--- config.mk ---
export PLATFORM = sky130hd
export DESIGN_NAME = tmds_gearbox
export DESIGN_NICKNAME = d
export VERILOG_FILES = /design/src/rtl/tmds_gearbox.sv
export SDC_FILE = /design/constraint.sdc
export NUM_CORES = 1
export LEC_CHECK = 0
export ABC_AREA = 1
export BUFFER_PORTS_ARGS = -buffer_cell sky130_fd_sc_hd__buf_2
export CORE_ASPECT_RATIO = 0.7
export CORE_MARGIN = 10
export CORE_UTILIZATION = 50
export CTS_CLUSTER_DIAMETER = 50
export CTS_CLUSTER_SIZE = 14
export DETAILED_ROUTE_END_ITERATION = 7
export GPL_ROUTABILITY_DRIVEN = 0
export PLACE_DENSITY = 0.78
export SLEW_MARGIN = 20
export SYNTH_ARGS = -nofsm -noshare
export SYNTH_HDL_FRONTEND = slang
export SYNTH_SLANG_ARGS = --single-unit
--- constraint.sdc ---
create_clock -name clk -period 1.4 [get_ports clk]
set_input_delay 0.42 -clock clk [delete_from_list [all_inputs] [get_ports clk]]
set_output_delay 0.42 -clock clk [all_outputs]
set_load 0.1 [all_outputs]
--- src/rtl/tmds_gearbox.sv ---
// tmds_gearbox: bit-clock TMDS gearbox turning 10-bit tokens into per-channel ODDR2 even/odd bit pairs
module tmds_gearbox #(
    parameter int    CHANNELS  = 3,
    parameter string MODE      = "DDR",
    parameter bit    INVERT    = 1'b1,
    parameter bit    LSB_FIRST = 1'b1
) (
    input  logic                    clk,
    input  logic                    rst,
    input  logic [10*CHANNELS-1:0]  tokens,
    input  logic [1:0]              pattern_sel,
    input  logic                    bitslip,
    output logic                    load,
    output logic [CHANNELS-1:0]     out_even,
    output logic [CHANNELS-1:0]     out_odd
);
    localparam int RATIO = (MODE == "DDR") ? 5 : 10;
    localparam int STEP = 10 / RATIO;
    localparam logic [3:0] LAST = 4'(RATIO - 1);
    localparam logic [3:0] PRE = 4'(RATIO - 2);

    logic [3:0] phase_q, phase_d;
    logic stall_q, stall_d, pend_q, pend_d, load_q, load_d;
    logic [9:0] ramp_q;
    logic [9:0] sr_q [CHANNELS];
    logic [9:0] word [CHANNELS];
    logic [CHANNELS-1:0] even_q, odd_q;

    function automatic logic [9:0] prep(input logic [9:0] raw);
        logic [9:0] w;
        w = INVERT ? ~raw : raw;
        prep = w;
        for (int b = 0; b < 10; b++)
            if (!LSB_FIRST) prep[b] = w[9 - b];
    endfunction

    // phase sequencing; a pending slip stretches the last phase into a stall cycle followed by the load cycle
    always_comb begin
        pend_d  = stall_q ? 1'b0 : (pend_q | bitslip);
        stall_d = (phase_q == PRE) && (pend_q | bitslip);
        phase_d = stall_q ? phase_q : (phase_q == LAST) ? 4'd0 : phase_q + 4'd1;
        load_d  = (phase_d == LAST) && !stall_d;
    end

    // word selection per channel, then inversion and bit ordering
    always_comb begin
        for (int n = 0; n < CHANNELS; n++)
            word[n] = prep(pattern_sel == 2'b00 ? tokens[10*n +: 10] :
                           pattern_sel == 2'b01 ? 10'b1111100000 :
                           pattern_sel == 2'b10 ? 10'h155 : ramp_q);
    end

    // phase, slip and ramp state
    always_ff @(posedge clk or posedge rst) begin
        if (rst) begin
            phase_q <= 4'd0;
            stall_q <= 1'b0;
            pend_q  <= 1'b0;
            load_q  <= 1'b0;
            ramp_q  <= 10'd0;
        end else begin
            phase_q <= phase_d;
            stall_q <= stall_d;
            pend_q  <= pend_d;
            load_q  <= load_d;
            if (load_q) ramp_q <= ramp_q + 10'd1;
        end
    end

    // shift registers: reload on load, hold during a slip stall, otherwise shift out STEP bits
    always_ff @(posedge clk or posedge rst) begin
        if (rst) begin
            for (int n = 0; n < CHANNELS; n++) sr_q[n] <= 10'd0;
            even_q <= '0;
            odd_q  <= '0;
        end else begin
            for (int n = 0; n < CHANNELS; n++) begin
                if (load_q) begin
                    sr_q[n]   <= word[n] >> STEP;
                    even_q[n] <= word[n][0];
                    odd_q[n]  <= word[n][STEP-1];
                end else if (!stall_q) begin
                    sr_q[n]   <= sr_q[n] >> STEP;
                    even_q[n] <= sr_q[n][0];
                    odd_q[n]  <= sr_q[n][STEP-1];
                end
            end
        end
    end

    assign load     = load_q;
    assign out_even = even_q;
    assign out_odd  = odd_q;
endmodule
==> flow_summary.yaml <==
clock_network:
  clockBufferDepth: 2
  cts_tree: "yes"
  clock-sinks: 47
  cts_buffers: 5
  cts.htree.levels: 2
  clk_pin_slew_ns: 0.10
  cts-root-buf: "clkbuf_8"
  clock_latency_ns: 0.30
  holdBufCountCts: 0
timing:
  post-route-period-util_pct: 99.45
  period_minus_slack_ns: 1.392
  slew_headroom_pct: 77.80
  hold_viol: 0
  finalSetupTns_ns: 0
  rsz0062_at_grt: "yes"
  layout_setup_ws_ns: 0.007679
  report.final.setup_viol: 0
  max_clock_freq_mhz: 718.2
  fin_skew_ns: 0.01034
  tightest_slew_ns: 0.3330
  finalMaxSlewViolations: 0
layout:
  area_delta_synth_final_pct: 22.65
  drive_gt1_share_pct: 19.29
  nets: 405
  final_cells: 425
  antenna_cells: 0
  nFillCells: 403
critical_path:
  critPathSlowestCell: "dfrtp_4"
  critPathMaxFanout: 2
  cp.required_ns: 0.98
  crit_family: "flip-flops"
  cp-end-kind: "output port"
  crit_buf_inv: 1
  path_class: "reg -> out"
  max_stage_delay_ns: 0.50
  timing.critical_path.cells: "buf_12"
  cp-start-kind: "flop"
  worstPathArrival_ns: 0.97
power:
  p_comb_share_pct: 47.8
  powerDensity_mw_per_mm2: 1896
  switching_share_pct: 44.48
  power_mw: 5.613
  seq_power_share_pct: 37.2
  switchingPower_mw: 2.497
  pwr-share-clk_pct: 15.0
  p_int_mw: 3.117
  ir_worst_vdd_mv: 0.6758
  leakage_nw: 1.561
status:
  outcome: "finished clean"
synth:
  synth-edff-count: 0
  synth_async_sr_flop_share_pct: 100.0
  synth-seq-cells: 47
  synthesis.nets: 357
  synth.distinct_cells: 20
  avgSynthCellArea_um2: 7.566
  synth_area_leaders: "dfrtp_1 49%, nand2_1 14%, nor2_1 6.1%"
  ys_seq_area_share_pct: 48.73
  netlist_area_mm2: 0.002414
  synth_top_area_share_pct: 48.73
  synth_top_cell_by_area: "dfrtp_1"
  synth_common_cells: "90 x nand2_1, 47 x dfrtp_1, 39 x nor2_1"
  synth-warning-count: 0
  synthCells: 319
  yosysMostFrequentCell: "nand2_1"
  synth_flop_cell: "dfrtp_1"
global_route:
  use_met1_pct: 19.63
  grt_max_degree: 48
  antenna_found_initial: 0
  grt_pass1_wl_mm: 9.777
  grt-ovfl-total: 0
  grt_pass1_vias: 2111
  grt_util_met2_pct: 23.69
  track_usage_pct: 14.88
  use_met3_pct: 3.937
  busiest_layer: "met2"
placed_design:
  placed_cells_incl_taps: 416
  port_buffers: 41
  dpl_worst_slack_ns: -0.02470
  post-dp-hpwl_mm: 4.517
floorplanning:
  die_h_um: 78.13
  io_pins: 42
  die_w_um: 103.0
  die-area_mm2: 0.008051
  core_area_mm2: 0.004730
  initial_core_util_pct: 51.03
  row_count: 21
detailed_routing:
  drt_iter0_drc: 153
  drc_errors: 0
  avgViaCountPerCell: 5.160
  antenna_left: 0
  avgRoutedWirePerCell_um: 13.76
  drt_wl_total_mm: 5.850
  dr_total_vias: 2193
  firstDrtPassIters: 4
job:
  cap_violations: 0
min_path:
  hold_path_class: "in -> async"
-- kinds of logic after synthesis --
| kind of cell | share of synthesized area (%) |
|---|---|
| DFF | 48.73 |
| adders and majority gates | 1.555 |
| buffers and inverters | 8.346 |
| AOI/OAI and AO/OA | 10.99 |
| and+or+nand+nor | 27.48 |
| xor gates and xnor gates | 2.903 |
-- power groups by stage --
stage / clock, mW / sequential [mW] / combinational (mW)
2_1_floorplan: 0 / 2.55 / 1.37
3_3_place_gp: 0 / 2.13 / 2.53
3_5_place_dp: 0 / 2.16 / 2.62
4_1_cts: 0.861 / 2.09 / 2.69
5_1_grt: 0.917 / 2.14 / 2.95
6_report: 0.845 / 2.09 / 2.68
-- routing by layer --
metal  up-vias  part of all wire, %  wire length [µm]
li1       1098                    -                 -
met1      1020                   46              2664
met2        70                   44              2583
met3         5                  9.6               561
met4         0                 0.68                40
met5         -                    0                 0
-- final timing paths --
check	startpoint	to	slack (ns)	depth (start not counted)
worst min-delay path	rst	sr_q[14]	0.16	3
worst max register to register	load	sr_q[22]	0.07	5
min in group clk	bitslip	pend_q	0.35	3
worst max-delay path	load	load	0.008	1
max in group asynchronous	rst	load	1.01	3
worst min register to register	pend_q	pend_q	0.49	2
-- layout by cell type, fill, tap and decap left out --
| cell type | instances |
|---|---|
| ha_1 | 3 |
| buf_2 | 34 |
| dfrtp_4 | 1 |
| o21ai_0 | 26 |
| clkinvlp_4 | 3 |
| clkbuf_8 | 5 |
| nor2_1 | 38 |
| o21ai_1 | 4 |
| dfrtp_1 | 46 |
| inv_6 | 1 |
| buf_12 | 10 |
| buf_4 | 9 |
| nor2_2 | 2 |
| nand2_2 | 1 |
| inv_1 | 32 |
| nand3_1 | 26 |
| nand4_1 | 1 |
| a21oi_1 | 23 |
| xor2_1 | 8 |
| nor2_4 | 2 |
| nand2_1 | 90 |
| nand4_2 | 1 |
| inv_2 | 2 |
-- registers in the layout, indices dropped and copies added (netlist names) --
signal and cells:
load 1, out_even 3, out_odd 3, pend_q 1, phase_q 4, ramp_q 10, sr_q 24, stall_q 1
-- metrics by stage --
stage               utilization, %  hold slack [ns]  area, µm²
floorplan                        -           0.4412       2421
global placement             60.32           0.4548       2853
detailed placement           60.32           0.4628       2853
CTS                          62.43           0.1688       2953
global route                 62.59           0.1816       2960
finish                       62.59           0.1634       2960
-- layout make-up --
| class | count | area (µm²) | area share, % |
|---|---|---|---|
| flip-flops and latches | 47 | 1180 | 39.86 |
| inverters | 35 | 135.1 | 4.565 |
| well taps | 57 | 71.32 | 2.409 |
| clock buffers | 5 | 68.82 | 2.325 |
| repair buffers | 53 | 437.9 | 14.79 |
| clock inverters | 3 | 23.77 | 0.8030 |
| multi-input cells | 225 | 1044 | 35.25 |
-- repair_timing --
action / CTS / global route
setup buffers: 1 / 0
setup endpoints to repair: 1 / 18
resized for setup: 0 / 4
Power figures use the tool's default switching activity.
